===== src/rtl/hazard_scoreboard.sv =====
`default_nettype none
// ============================================================================
// Module      : hazard_scoreboard
// Description : In-flight producer tracker selecting the youngest forwardable
//               source per operand, stalling issue on not-yet-ready results.
// Revision    : 1.0 - initial release
// ============================================================================
module hazard_scoreboard #(
  parameter int REG_ADDR_W = 5,
  parameter int STAGES     = 3,
  parameter int ALU_READY  = 1,
  parameter int MEM_READY  = 2,
  parameter int CNT_W      = 32,
  localparam int SEL_W     = $clog2(STAGES + 1)
) (
  input  logic                  clk,
  input  logic                  rst,
  input  logic                  issue_valid,
  input  logic [REG_ADDR_W-1:0] rs1_addr,
  input  logic [REG_ADDR_W-1:0] rs2_addr,
  input  logic                  use_rs1,
  input  logic                  use_rs2,
  input  logic [REG_ADDR_W-1:0] rd_addr,
  input  logic                  writeback_en,
  input  logic                  writeback_from_mem,
  input  logic                  flush,
  output logic                  stall,
  output logic                  issue_fire,
  output logic [SEL_W-1:0]      rs1_fwd_sel,
  output logic [SEL_W-1:0]      rs2_fwd_sel,
  output logic [CNT_W-1:0]      stall_count
);

  typedef struct packed {
    logic                  valid;
    logic [REG_ADDR_W-1:0] rd;
    logic                  wb_en;
    logic                  from_mem;
  } entry_t;

  entry_t            r_pipe [1:STAGES];
  logic [CNT_W-1:0]  r_stall_count;

  logic [STAGES:1]   w_ready;
  logic [STAGES:1]   w_match1;
  logic [STAGES:1]   w_match2;
  logic              w_hz1;
  logic              w_hz2;
  logic [SEL_W-1:0]  w_sel1;
  logic [SEL_W-1:0]  w_sel2;
  logic              w_stall;
  logic              w_fire;

  // Per-stage readiness is fixed by stage position and producer kind.
  for (genvar k = 1; k <= STAGES; k++) begin : g_stage
    assign w_ready[k]  = r_pipe[k].from_mem ? (k >= MEM_READY) : (k >= ALU_READY);
    assign w_match1[k] = use_rs1 && r_pipe[k].valid && r_pipe[k].wb_en &&
                         (r_pipe[k].rd == rs1_addr) && (rs1_addr != '0);
    assign w_match2[k] = use_rs2 && r_pipe[k].valid && r_pipe[k].wb_en &&
                         (r_pipe[k].rd == rs2_addr) && (rs2_addr != '0);
  end

  // Scan oldest to youngest so the lowest matching stage overrides.
  always_comb begin
    w_hz1  = 1'b0;
    w_hz2  = 1'b0;
    w_sel1 = '0;
    w_sel2 = '0;
    for (int k = STAGES; k >= 1; k--) begin
      if (w_match1[k]) begin
        w_sel1 = w_ready[k] ? SEL_W'(k) : '0;
        w_hz1  = ~w_ready[k];
      end
      if (w_match2[k]) begin
        w_sel2 = w_ready[k] ? SEL_W'(k) : '0;
        w_hz2  = ~w_ready[k];
      end
    end
  end

  assign w_stall     = issue_valid & ~flush & (w_hz1 | w_hz2);
  assign w_fire      = issue_valid & ~w_stall & ~flush;
  assign stall       = w_stall;
  assign issue_fire  = w_fire;
  assign rs1_fwd_sel = w_sel1;
  assign rs2_fwd_sel = w_sel2;
  assign stall_count = r_stall_count;

  always_ff @(posedge clk) begin
    if (rst) begin
      for (int k = 1; k <= STAGES; k++) begin
        r_pipe[k] <= '0;
      end
      r_stall_count <= '0;
    end else begin
      r_pipe[1] <= w_fire ? entry_t'{valid: 1'b1, rd: rd_addr, wb_en: writeback_en,
                                     from_mem: writeback_from_mem}
                          : entry_t'('0);
      // A flush kills the stage-1 entry before it can advance.
      r_pipe[2] <= flush ? entry_t'('0) : r_pipe[1];
      for (int k = 3; k <= STAGES; k++) begin
        r_pipe[k] <= r_pipe[k-1];
      end
      if (w_stall && !(&r_stall_count)) begin
        r_stall_count <= r_stall_count + 1'b1;
      end
    end
  end

endmodule
`default_nettype wire


===== config.mk =====
export PLATFORM = sky130hd
export DESIGN_NAME = hazard_scoreboard
export DESIGN_NICKNAME = d
export VERILOG_FILES = /design/src/rtl/hazard_scoreboard.sv
export SDC_FILE = /design/constraint.sdc
export NUM_CORES = 1
export LEC_CHECK = 0
export ABC_AREA = 1
export BUFFER_PORTS_ARGS = -buffer_cell sky130_fd_sc_hd__buf_2
export CAP_MARGIN = 20
export CELL_PAD_IN_SITES_DETAIL_PLACEMENT = 1
export CELL_PAD_IN_SITES_GLOBAL_PLACEMENT = 2
export CORE_ASPECT_RATIO = 0.5
export CORE_MARGIN = 2
export CORE_UTILIZATION = 31
export CTS_CLUSTER_DIAMETER = 200
export DETAILED_ROUTE_END_ITERATION = 12
export HOLD_SLACK_MARGIN = 0.03
export MAX_ROUTING_LAYER = met4
export PLACE_DENSITY_LB_ADDON = 0.1
export SLEW_MARGIN = 20
export SYNTH_ARGS = -nofsm -noshare
export SYNTH_HDL_FRONTEND = slang
export SYNTH_SLANG_ARGS = --single-unit

===== constraint.sdc =====
create_clock -name clk -period 6.5 [get_ports clk]
set_clock_uncertainty 0.2 [all_clocks]
set_input_delay 1.95 -clock clk [delete_from_list [all_inputs] [get_ports clk]]
set_output_delay 1.95 -clock clk [all_outputs]
set_load 0.1 [all_outputs]

**Word-level counts from Yosys, hierarchy flattened**

Memory sizes are Yosys's and may differ from the RTL's.
Cells that the tools add are included.

- Register bits: 32
- Bits in writable memories: 24
- Output and inout port bits: 38
- Logic and storage cells: 65
- Memories kept: 1

- $add $sub $neg: 1
- Eq/ne operators: 6
- Mux-type cells: 17
- Bitwise gates (word level): 10
- Reduce and logical (&&, ||, !) cells: 29

Memories:

| memory | depth | bits a word | rd ports | clocked after Yosys merged registers in | write ports | line | source |
|---|---|---|---|---|---|---|---|
| r_pipe | 3 | 8 | 3 | 0 | 3 | 41 | `entry_t r_pipe [1:STAGES];` |

Operators by type and width:

| operator | count |
|---|---|
| $mux 8 | 5 |
| $add 32x1->32 const B | 1 |
| $reduce_and 32->1 | 1 |
| $eq 5x5->1 | 6 |
| $logic_and 1x1->1 | 25 |
| $mux 2 | 6 |
| $reduce_bool 5->1 | 2 |
| $mux 1 | 6 |
| $and 1x1->1 | 4 |
| $or 1x1->1 | 4 |
| $not 1->1 | 2 |
| $logic_not 1->1 | 1 |

**Logic depth before layout (Yosys ltp)**

Gate-level depths: netlist of the first run.
An unclocked memory read counts as a cell.

- Depth after elaboration: 13
- Depth in mapped cells: 13

**Worst setup path before layout of the first run**

Ideal clock, no wire load.

- Kind: input-to-output
- Start point: in rs2_addr[0]
- End point: out rs2_fwd_sel[0]
- Arrival time: 4.538 ns
- Data required time: 4.350 ns
- Path slack: -0.188 ns
- Cell stages on the path: 7
- Path through: inv_1 nor2_1 nor2_1 nand2_1 nor2_1 nand4_1 o21ai_0

- Word-level cells in the longest chain between the ends: 6
- Elaborated cells between the ends (all ways): 13
- Those cells by class: 3 x eq/ne; 3 x mux; 7 x reduce/logical

RTL lines:

| what | line | source |
|---|---|---|
| from (decl) | 20 | `input logic [REG_ADDR_W-1:0] rs2_addr,` |
| $eq 5x5->1 | 60 | `(r_pipe[k].rd == rs2_addr) && (rs2_addr != '0);` |
| $logic_and 1x1->1 | 59 | `assign w_match2[k] = use_rs2 && r_pipe[k].valid && r_pipe[k].wb_en &&` |
| $logic_and 1x1->1 | 60 |  |
| $mux 2 (2 in series) | 74 | `if (w_match2[k]) begin` |
| $mux 2 * | 74 |  |
| to (decl) | 30 | `output logic [SEL_W-1:0] rs2_fwd_sel,` |

Mark *: on every way between the ends. The rest lies on a longest branch, timed or not.

**Final worst setup path of the first run**

- Start point: in rs2_addr[4]
- End point: out rs2_fwd_sel[0]

Same word-level chain as after synthesis.

==> flow_summary_export.csv, run 1 <==
group,metric,value,unit
grt,grt_max_degree,53,
pwr,power_density,165,mW/mm2
min_path,hp-start,"r_pipe[0][15]$_SDFF_PP0_",
sta,setup_slack,0.812,ns
pwr,max-vdd-ir-drop,0.105,mV
worst_setup_path,crit_required,4.35,ns
final_layout,syn_to_final_growth,15.3,%
detailed_routing,ant_nets,0,
clocking,numCtsBuffers,5,
min_path,min_to,"r_pipe[0][23]$_SDFF_PP0_",
clocking,cts-root-buf,"clkbuf_16",
final_layout,drive_above_1_share,13.9,%
grt,grt_pass1_vias,3720,
worst_setup_path,cp.arrival,3.54,ns
sta,setup_tns,0,ns
placement,place_congestion,0.799,
final_layout,postLayoutCoreUtil,37.1,%
min_path,whs_path_depth,2,
worst_setup_path,cp_top_family,"buffers and inverters",
detailed_routing,detail_route.wl_per_cell,13.9,um
final_layout,n_antenna_cell,0,
yosys,netlist-cell-type-count,29,
yosys,yosysWarningCount,0,
yosys,synth.avg_cell_area,5.90,um2
floorplan,die_w,156,um
floorplan,core-area,0.0111,mm2
sta,fmax,0.176,GHz
final_layout,fin_area,0.00412,mm2
clocking,clk_path_buf_depth,2,
worst_setup_path,crit_type,"input port to output port",
yosys,ys_top_cells_by_count,"nand2_1, nor2_1, inv_1, dfxtp_1, nand3_1",
clocking,holdBufCountCts,0,
sta,tightest_slew,0.654,ns
floorplan,die_h,79.9,um
clocking,postCtsSetupBuffers,0,
min_path,hold_path.class,"flop to flop",
sta,rsz0062_at_grt,"no",
placement,placedCellCount,797,
worst_setup_path,path_max_fanout,4,
worst_setup_path,cp-end-kind,"output port",
floorplan,pin_count,61,
detailed_routing,viasPerCell,4.61,
worst_setup_path,path_buf_inv,4,
floorplan,num_rows,27,
placement,pre_cts_ws,0.797,ns
placement,dp_hpwl,8340,um
placement,placedInstanceArea,0.00396,mm2
clocking,cts_max_level,2,
sta,hold_violations,0,
worst_setup_path,timing.rr.start,"r_pipe[0][9]$_SDFF_PP0_",
detailed_routing,num_vias,3715,
final_layout,multi_input_area,0.00196,mm2
yosys,synth_fp_nets,630,
yosys,synthTopCellsByArea,"dfxtp_1, nand2_1, nor2_1, inv_1, nand4_1",
yosys,async_reset_ff_share,0,%
grt,track_usage,19.5,%
yosys,synth.yosys.seq_area_share,30.3,%
final_layout,nNetsFinal,683,
floorplan,initial_utilization,32.2,%
placement,port_buffers,60,
floorplan,fp.dieArea,0.0125,mm2
clocking,clk_pin_slew,0.08,ns
detailed_routing,drt_wl_total,11200,um
yosys,synth_top_cell_area_share,30.3,%
worst_setup_path,cp_cell_sequence,"buf_2, inv_1, nand3_1, nor2_1, inv_1, nand4_1, nand3_1, o21ai_1, buf_2",
pwr,p_leak,2.04,nW
yosys,synth_top_area_cell,"dfxtp_1",
yosys,synthFlopType,"dfxtp_1",
yosys,synth_most_common_cell,"nand2_1",
grt,grt_pass1_wl,18500,um
yosys,synth_enable_flop_cells,0,
sta,drv_slew,0,
clocking,clock_latency,0.30,ns
run_status,outcome,"finished, final reports clean",
yosys,synth_seq_cells,54,
job,max_cap_viol_count,0,
yosys,syn_area,0.00357,mm2
final_layout,num-fill-cells,1544,
final_layout,stdcell_count,805,
detailed_routing,dr.pass1.iters,4,
sta,hold_slack,0.239,ns
yosys,synthCells,606,
worst_setup_path,timing.rr.end,"stall_count[25]$_SDFFE_PP0P_",
final_layout,regArea,0.00108,mm2
worst_setup_path,worstRegToRegCells,11,
worst_setup_path,critPathMaxStageDelay,0.45,ns
worst_setup_path,critPathLaunchType,"input port",
sta,min_period,5.69,ns
sta,min_period_over_period,87.5,%
worst_setup_path,crit_slowest_cell,"buf_2",
grt,overflow,0,
detailed_routing,initialDrtViolationCount,133,
pwr,p_total,0.680,mW
clocking,numClockSinks,54,
detailed_routing,drc_errors,0,
clocking,cts_resized,0,
worst_setup_path,r2r_setup_slack,4.10,ns
grt,antenna_found_initial,0,
sta,maxSlewHeadroom,56.4,%
clocking,cts_tree,"built",
sta,finalSetupViolCount,0,
[cell type report]
class | instances | share of cell area, %
repair buffers | 62 | 7.65
clock buffers | 6 | 3.37
multi-input cells | 424 | 47.7
inverters | 112 | 10.2
well taps | 145 | 4.40
flip-flops and latches | 54 | 26.2
clock inverters | 2 | 0.425
[cell usage in the layout, fill, tap and decap left out, types with 3 or more instances in the layout]
cell | synthesis | layout
nand2_1 | 152 | 152
nor2_1 | 131 | 131
inv_1 | 107 | 107
buf_2 | 2 | 60
dfxtp_1 | 54 | 54
nand3_1 | 43 | 43
nand4_1 | 41 | 41
xnor2_1 | 12 | 12
xor2_1 | 6 | 6
nor3_1 | 6 | 6
nand2_2 | 6 | 6
nor2_2 | 5 | 5
clkbuf_16 | 0 | 5
inv_2 | 4 | 4
nor4_1 | 3 | 3
[where the power goes]
group          internal [mW]  total (mW)  switching, mW  leakage, nW
sequential             0.333       0.335        0.00216        0.436
combinational         0.0163      0.0511         0.0347         1.52
clock                  0.155       0.294          0.139       0.0770
[worst register-to-register path, stage by stage (launching register included)]
cell and delay [ns]:
dfxtp_1 0.34, nand2_1 0.09, nor2_1 0.11, nand3_1 0.10, nor2_1 0.18, nand3_2 0.15, nand2_2 0.14, buf_4 0.43
nand2_2 0.28, nor2_1 0.18, nor2_1 0.06, nor2_1 0.10
[how the worst max path moves through the flow]
| stage | startpoint | to | slack (ns) | cells after the start |
|---|---|---|---|---|
| final | rs2_addr[4] | rs2_fwd_sel[0] | 0.81 | 9 |
| after global routing | rs2_addr[2] | rs2_fwd_sel[0] | 0.69 | 10 |
| after CTS | rs2_addr[4] | rs2_fwd_sel[0] | 0.80 | 9 |
| after detailed placement | rs2_addr[4] | rs2_fwd_sel[0] | 0.80 | 9 |
| after global placement | rs2_addr[4] | rs2_fwd_sel[0] | 0.84 | 9 |
| after floorplan | use_rs1 | stall | 0.44 | 6 |
[sequential cells by signal, indices dropped and copies added (netlist names)]
| register | cells |
|---|---|
| stall_count | 32 |
| r_pipe | 22 |
[cell families after synthesis]
| family | Yosys count | synth area share [%] |
|---|---|---|
| adder cells (fa/ha/maj) | 1 | 0.350 |
| flip-flops | 54 | 30.3 |
| buffers and inverters | 128 | 14.8 |
| AO/OA/AOI/OAI | 7 | 1.19 |
| AND/OR/NAND/NOR | 398 | 49.0 |
| XOR/XNOR | 18 | 4.41 |
[layer usage]
| layer | wire length (um) | vias up | GRT usage (%) |
|---|---|---|---|
| met4 | 55 | 0 | 2.75 |
| met2 | 5030 | 46 | 32.7 |
| met3 | 334 | 6 | 3.15 |
| li1 | - | 1965 | - |
| met5 | 0 | - | - |
| met1 | 5760 | 1698 | 25.5 |
Note: power is estimated with default switching activity, not from simulation.
==> run 2: changes to the inputs <==
==> constraint.sdc (replaced) <==
create_clock -name clk -period 6.5 [get_ports clk]
set_clock_uncertainty 0.2 [all_clocks]
set_input_delay 1.95 -clock clk [delete_from_list [all_inputs] [get_ports clk]]
set_output_delay 1.95 -clock clk [all_outputs]
set_load 0.02 [all_outputs]
==> flow_summary_export.csv, run 2 (synthesized netlist as in run 1, its figures left out) <==
group,metric,value,unit
worst_setup_path,worstRegToRegCells,11,
detailed_routing,dr_wl_met2,5130,um
detailed_routing,initialDrtViolationCount,117,
sta,drv_slew,0,
worst_setup_path,crit_required,4.35,ns
worst_setup_path,cp_top_family,"simple AND/OR/NAND/NOR gates",
worst_setup_path,cp.arrival,3.20,ns
clocking,numCtsBuffers,5,
detailed_routing,num_vias,3728,
detailed_routing,drt_wl_total,11300,um
grt,grt_pass1_wl,18800,um
pwr,power_density,164,mW/mm2
placement,dp_hpwl,8450,um
floorplan,num_rows,27,
job,max_cap_viol_count,0,
detailed_routing,ant_nets,0,
floorplan,pin_count,61,
clocking,numClockSinks,54,
final_layout,multi_input_area,0.00196,mm2
clocking,clk_pin_slew,0.08,ns
sta,min_period,5.35,ns
floorplan,die_h,79.9,um
sta,tightest_slew,0.685,ns
clocking,clk_path_buf_depth,2,
worst_setup_path,cp-end-kind,"output port",
pwr,max-vdd-ir-drop,0.0838,mV
worst_setup_path,path_buf_inv,4,
sta,min_period_over_period,82.4,%
clocking,cts_resized,0,
worst_setup_path,path_max_fanout,4,
grt,antenna_found_initial,0,
pwr,p_leak,2.03,nW
final_layout,syn_to_final_growth,15.2,%
final_layout,final_common_cell,"nand2_1",
final_layout,layout_common_cells,"nand2_1, nor2_1, inv_1",
detailed_routing,top_layer_used,"met4",
clocking,clock_latency,0.30,ns
final_layout,num-fill-cells,1523,
placement,placedCellCount,797,
worst_setup_path,crit_cells,9,
worst_setup_path,critPathMaxStageDelay,0.27,ns
clocking,cts-root-buf,"clkbuf_16",
sta,rsz0062_at_grt,"no",
detailed_routing,wl_met1,5730,um
grt,track_usage,19.6,%
placement,port_buffers,60,
detailed_routing,detail_route.wl_per_cell,14.0,um
final_layout,regArea,0.00108,mm2
worst_setup_path,cp_cell_sequence,"buf_2, inv_1, nand3_1, nor2_1, inv_1, nand4_1, nand3_1, o21ai_0, buf_2",
worst_setup_path,crit_type,"input port to output port",
worst_setup_path,r2r_setup_slack,3.99,ns
detailed_routing,viasPerCell,4.63,
final_layout,nNetsFinal,683,
sta,maxSlewHeadroom,54.3,%
grt,grt_max_degree,47,
clocking,postCtsSetupBuffers,0,
clocking,holdBufCountCts,0,
grt,grt_pass1_vias,3734,
placement,place_congestion,0.867,
sta,fmax,0.187,GHz
run_status,outcome,"finished, final reports clean",
worst_setup_path,critPathLaunchType,"input port",
grt,overflow,0,
sta,setup_tns,0,ns
final_layout,drive_above_1_share,13.9,%
final_layout,stdcell_count,805,
clocking,cts_max_level,2,
floorplan,initial_utilization,32.2,%
detailed_routing,dr.pass1.iters,4,
min_path,hold_path.class,"flop to flop",
floorplan,die_w,156,um
detailed_routing,drc_errors,0,
detailed_routing,dr_wl_met3,355,um
floorplan,fp.dieArea,0.0125,mm2
final_layout,largest_reg_flops,32,
clocking,cts_tree,"built",
min_path,whs_path_depth,2,
sta,hold_violations,0,
final_layout,n_antenna_cell,0,
floorplan,core-area,0.0111,mm2
worst_setup_path,crit_slowest_cell,"nor2_1",
sta,finalSetupViolCount,0,
[run 2: cell count changes in the layout (fill, tap and decap cells not counted)]
| cell | previous run | this run |
|---|---|---|
| inv_6 | 0 | 1 |
| clkinvlp_4 | 0 | 1 |
| o21ai_0 | 0 | 2 |
| clkinv_4 | 2 | 0 |
| o21ai_1 | 2 | 0 |
[run 2: path summary, 6_finish.rpt]
check                                         startpoint                           end
worst min-delay path            r_pipe[0][15]$_SDFF_PP0_      r_pipe[0][23]$_SDFF_PP0_
worst min register to register  r_pipe[0][15]$_SDFF_PP0_      r_pipe[0][23]$_SDFF_PP0_
worst max-delay path                         rs2_addr[4]                rs2_fwd_sel[0]
worst max register to register   r_pipe[0][9]$_SDFF_PP0_  stall_count[29]$_SDFFE_PP0P_
[run 2: worst register-to-register path, cell delays in order (launching register included)]
cell and delay [ns]:
dfxtp_1 0.34, nand2_1 0.11, nor2_1 0.19, nand3_1 0.10, nor2_1 0.23, nand3_2 0.16, nand2_2 0.13, buf_4 0.43
nand2_2 0.28, nor2_1 0.16, nor2_1 0.05, nor2_1 0.10
[run 2: where the power goes]
| part | switching, mW | internal, mW | leakage (nW) | total [mW] |
|---|---|---|---|---|
| combinational | 0.0330 | 0.0163 | 1.52 | 0.0493 |
| clock | 0.136 | 0.155 | 0.0735 | 0.292 |
| sequential | 0.00216 | 0.333 | 0.436 | 0.335 |
| total | 0.171 | 0.504 | 2.03 | 0.676 |
[run 2: cell type report]
class | count | share of cell area, %
Clock buffer | 6 | 3.37
Inverter | 112 | 10.2
Multi-Input combinational cell | 424 | 47.7
Tap cell | 145 | 4.41
Clock inverter | 2 | 0.395
Sequential cell | 54 | 26.3
Timing Repair Buffer | 62 | 7.66
[run 2: routing by layer]
layer  global-route usage (%)  up-vias
met1                     25.8     1718
li1                         -     1957
met2                     32.4       46
met5                        -        -
met3                     3.58        7
met4                     3.03        0
[run 2: stage by stage]
stage	worst slack [ns]	utilization (%)	cell area [um2]	total power, mW	hold WS (ns)
after floorplan	1.44	-	3570	0.372	0.208
after global placement	1.12	35.7	3960	0.392	0.226
after detailed placement	1.12	35.7	3960	0.393	0.228
after CTS	1.12	37.0	4120	0.691	0.242
after global routing	0.989	37.0	4120	0.714	0.256
final	1.15	37.0	4120	0.676	0.238
==> run 3: changes to the inputs <==
--- a/config.mk
+++ b/config.mk
@@ -5,14 +5,14 @@
 export SDC_FILE = /design/constraint.sdc
 export NUM_CORES = 1
 export LEC_CHECK = 0
-export ABC_AREA = 1
+export ABC_AREA = 0
 export BUFFER_PORTS_ARGS = -buffer_cell sky130_fd_sc_hd__buf_2
 export CAP_MARGIN = 20
 export CELL_PAD_IN_SITES_DETAIL_PLACEMENT = 1
 export CELL_PAD_IN_SITES_GLOBAL_PLACEMENT = 2
 export CORE_ASPECT_RATIO = 0.5
 export CORE_MARGIN = 2
-export CORE_UTILIZATION = 31
+export CORE_UTILIZATION = 29
 export CTS_CLUSTER_DIAMETER = 200
 export DETAILED_ROUTE_END_ITERATION = 12
 export HOLD_SLACK_MARGIN = 0.03
==> constraint.sdc (replaced) <==
create_clock -name clk -period 4.4 [get_ports clk]
set_clock_uncertainty 0.2 [all_clocks]
set_input_delay 1.32 -clock clk [delete_from_list [all_inputs] [get_ports clk]]
set_output_delay 1.32 -clock clk [all_outputs]
set_load 0.02 [all_outputs]
==> flow_summary_export.csv, run 3 <==
group,metric,value,unit
run_status,outcome,"finished, final reports clean",
min_path,whs_path_depth,1,
yosys,synth_top_cell_area_share,39.6,%
pwr,swShare,23.3,%
yosys,synth.yosys.seq_area_share,39.6,%
pwr,p_sw,0.222,mW
floorplan,initial_utilization,30.6,%
pwr,p_comb_share,6.2,%
sta,tightest_slew,0.597,ns
sta,drv_slew,0,
clocking,cts_tree,"built",
yosys,synth_top_family_by_area,"simple AND/OR/NAND/NOR gates",
yosys,netlist-cell-type-count,44,
min_path,hold_path.class,"flop to flop",
yosys,synth.avg_cell_area,8.72,um2
pwr,p_int,0.730,mW
placement,dp_hpwl,6000,um
pwr,p_leak,1.27,nW
yosys,synth_seq_cells,54,
grt,overflow,0,
final_layout,stdcell_count,498,
worst_setup_path,worstRegToRegCells,8,
sta,min_period_over_period,97.6,%
clocking,clock_latency,0.30,ns
final_layout,layout_common_cells,"buf_2, dfxtp_1, xnor2_1, a21oi_1",
worst_setup_path,path_max_fanout,4,
yosys,yosysWarningCount,0,
yosys,async_reset_ff_share,0,%
sta,fmax,0.233,GHz
worst_setup_path,critPathLaunchType,"input port",
worst_setup_path,cp.arrival,2.77,ns
grt,antenna_found_initial,0,
yosys,ys_top_cells_by_count,"dfxtp_1, a21oi_1, xnor2_1, o21ai_0, or3_1",
detailed_routing,detail_route.wl_per_cell,16.0,um
clocking,numClockSinks,54,
grt,grt_pass1_vias,2606,
worst_setup_path,timing.rr.start,"stall_count[0]$_SDFFE_PP0P_",
min_path,min_to,"r_pipe[0][25]$_SDFF_PP0_",
clocking,holdBufCountCts,0,
yosys,synth_top_area_cell,"dfxtp_1",
grt,grt_pass1_wl,13000,um
floorplan,die_w,141,um
final_layout,fin_area,0.00337,mm2
yosys,synth_mux_area_share,0.779,%
sta,setup_tns,0,ns
detailed_routing,drt_wl_total,7960,um
clocking,postCtsSetupBuffers,0,
detailed_routing,dr.pass1.iters,4,
worst_setup_path,crit_required,2.88,ns
floorplan,fp.dieArea,0.0102,mm2
detailed_routing,initialDrtViolationCount,150,
placement,pre_cts_ws,-0.00618,ns
worst_setup_path,r2r_setup_slack,1.76,ns
job,max_cap_viol_count,0,
min_path,hp-start,"r_pipe[0][17]$_SDFF_PP0_",
pwr,pwr-share-clk,41.9,%
yosys,synth_enable_flop_cells,0,
floorplan,pin_count,61,
detailed_routing,viasPerCell,5.20,
placement,placedInstanceArea,0.00321,mm2
sta,min_period,4.29,ns
yosys,synthTopCellsByArea,"dfxtp_1, xnor2_1, a21oi_1, or3_1, o21ai_0",
pwr,max-vdd-ir-drop,0.144,mV
final_layout,n_antenna_cell,0,
sta,maxSlewHeadroom,59.9,%
final_layout,syn_to_final_growth,23.6,%
floorplan,die_h,72.6,um
floorplan,core-area,0.00892,mm2
final_layout,largest_reg_flops,32,
final_layout,final_common_cell,"buf_2",
final_layout,drive_above_1_share,24.1,%
detailed_routing,ant_nets,0,
detailed_routing,drc_errors,0,
placement,port_buffers,60,
pwr,seq_power_share,52.0,%
placement,placedCellCount,490,
grt,track_usage,16.5,%
yosys,synth_compound_area_share,15.2,%
yosys,synthAdderAreaFrac,0.459,%
yosys,yosys.area_share.xor_xnor,10.3,%
floorplan,num_rows,24,
worst_setup_path,crit_type,"input port to output port",
clocking,cts-root-buf,"clkbuf_16",
clocking,numCtsBuffers,5,
yosys,synthCells,313,
yosys,synthFlopType,"dfxtp_1",
pwr,power_density,282,mW/mm2
worst_setup_path,timing.rr.end,"stall_count[1]$_SDFFE_PP0P_",
clocking,clk_path_buf_depth,2,
yosys,synth_most_common_cell,"dfxtp_1",
clocking,clk_pin_slew,0.07,ns
sta,setup_slack,0.107,ns
clocking,cts_max_level,2,
sta,hold_violations,0,
sta,finalSetupViolCount,0,
worst_setup_path,cp-end-kind,"output port",
final_layout,nNetsFinal,404,
yosys,syn_area,0.00273,mm2
final_layout,postLayoutCoreUtil,37.8,%
placement,place_congestion,0.768,
yosys,synth_fp_nets,337,
detailed_routing,num_vias,2589,
grt,grt_max_degree,53,
sta,rsz0062_at_grt,"no",
yosys,yosys.area_share.simple,30.0,%
[run 3: cell types whose count changed after synthesis, sizes merged, moves of 10 or more]
cell	before	now
inv	111	7
nand4	41	13
nand2	158	13
o21ai	2	24
or4	0	10
or3	0	20
and2	1	17
nand3	46	17
a21oi	2	27
xnor2	12	27
nor2	138	12
[run 3: power by group through the flow]
stage | Clock [mW] | Combinational [mW] | Sequential (mW)
after global placement | 0 | 0.0575 | 0.506
after global routing | 0.444 | 0.0638 | 0.495
after floorplan | 0 | 0.0294 | 0.505
after CTS | 0.422 | 0.0588 | 0.495
after detailed placement | 0 | 0.0586 | 0.506
final | 0.398 | 0.0586 | 0.495
[run 3: critical path: stages]
cell and delay (ns):
buf_2 0.10, or4_4 0.55, o211ai_2 0.23, nor4_4 0.09
o21ai_1 0.16, and3b_1 0.16, buf_2 0.15
[run 3: how the worst max path moves through the flow]
stage	startpoint	to	depth (start not counted)
2_1_floorplan	rs2_addr[0]	rs2_fwd_sel[0]	5
6_report	rs2_addr[0]	issue_fire	7
5_1_grt	rs1_addr[0]	issue_fire	7
4_1_cts	rs2_addr[0]	rs2_fwd_sel[0]	7
3_5_place_dp	rs2_addr[0]	issue_fire	7
3_3_place_gp	rs2_addr[0]	rs2_fwd_sel[0]	7
[run 3: timing repair]
item,CTS,global route
setup endpoints to repair,1,3
hold endpoints to repair,0,0
resized for setup,1,4
pin swaps,1,1
[run 3: stage by stage]
stage	power, mW	hold WS (ns)
6_report	0.952	0.301
4_1_cts	0.975	0.301
2_1_floorplan	0.535	0.253
3_5_place_dp	0.565	0.290
5_1_grt	1.00	0.327
3_3_place_gp	0.564	0.275
[run 3: area by class of cell]
cell class	instances	area, um2
fill	1086	5550
multi-input combinational	239	1560
timing repair buffer	73	410
inverter	7	26.3
clock buffer	5	125
clock inverter	3	21.3
tap	117	146
sequential	54	1080
[run 3: per-layer routing]
| metal | vias up | share of wire (%) | GRT usage (%) |
|---|---|---|---|
| li1 | 1280 | - | - |
| met2 | 41 | 48 | 28.5 |
| met5 | - | 0 | - |
| met3 | 4 | 3.4 | 3.61 |
| met4 | 0 | 0.54 | 3.00 |
| met1 | 1264 | 48 | 20.3 |
[run 3: logic make-up after synthesis]
| family | Yosys count |
|---|---|
| xor gates and xnor gates | 32 |
| AOI/OAI and AO/OA | 68 |
| muxes | 2 |
| DFF | 54 |
| and+or+nand+nor | 136 |
| buffers and inverters | 20 |
| adders and majority gates | 1 |
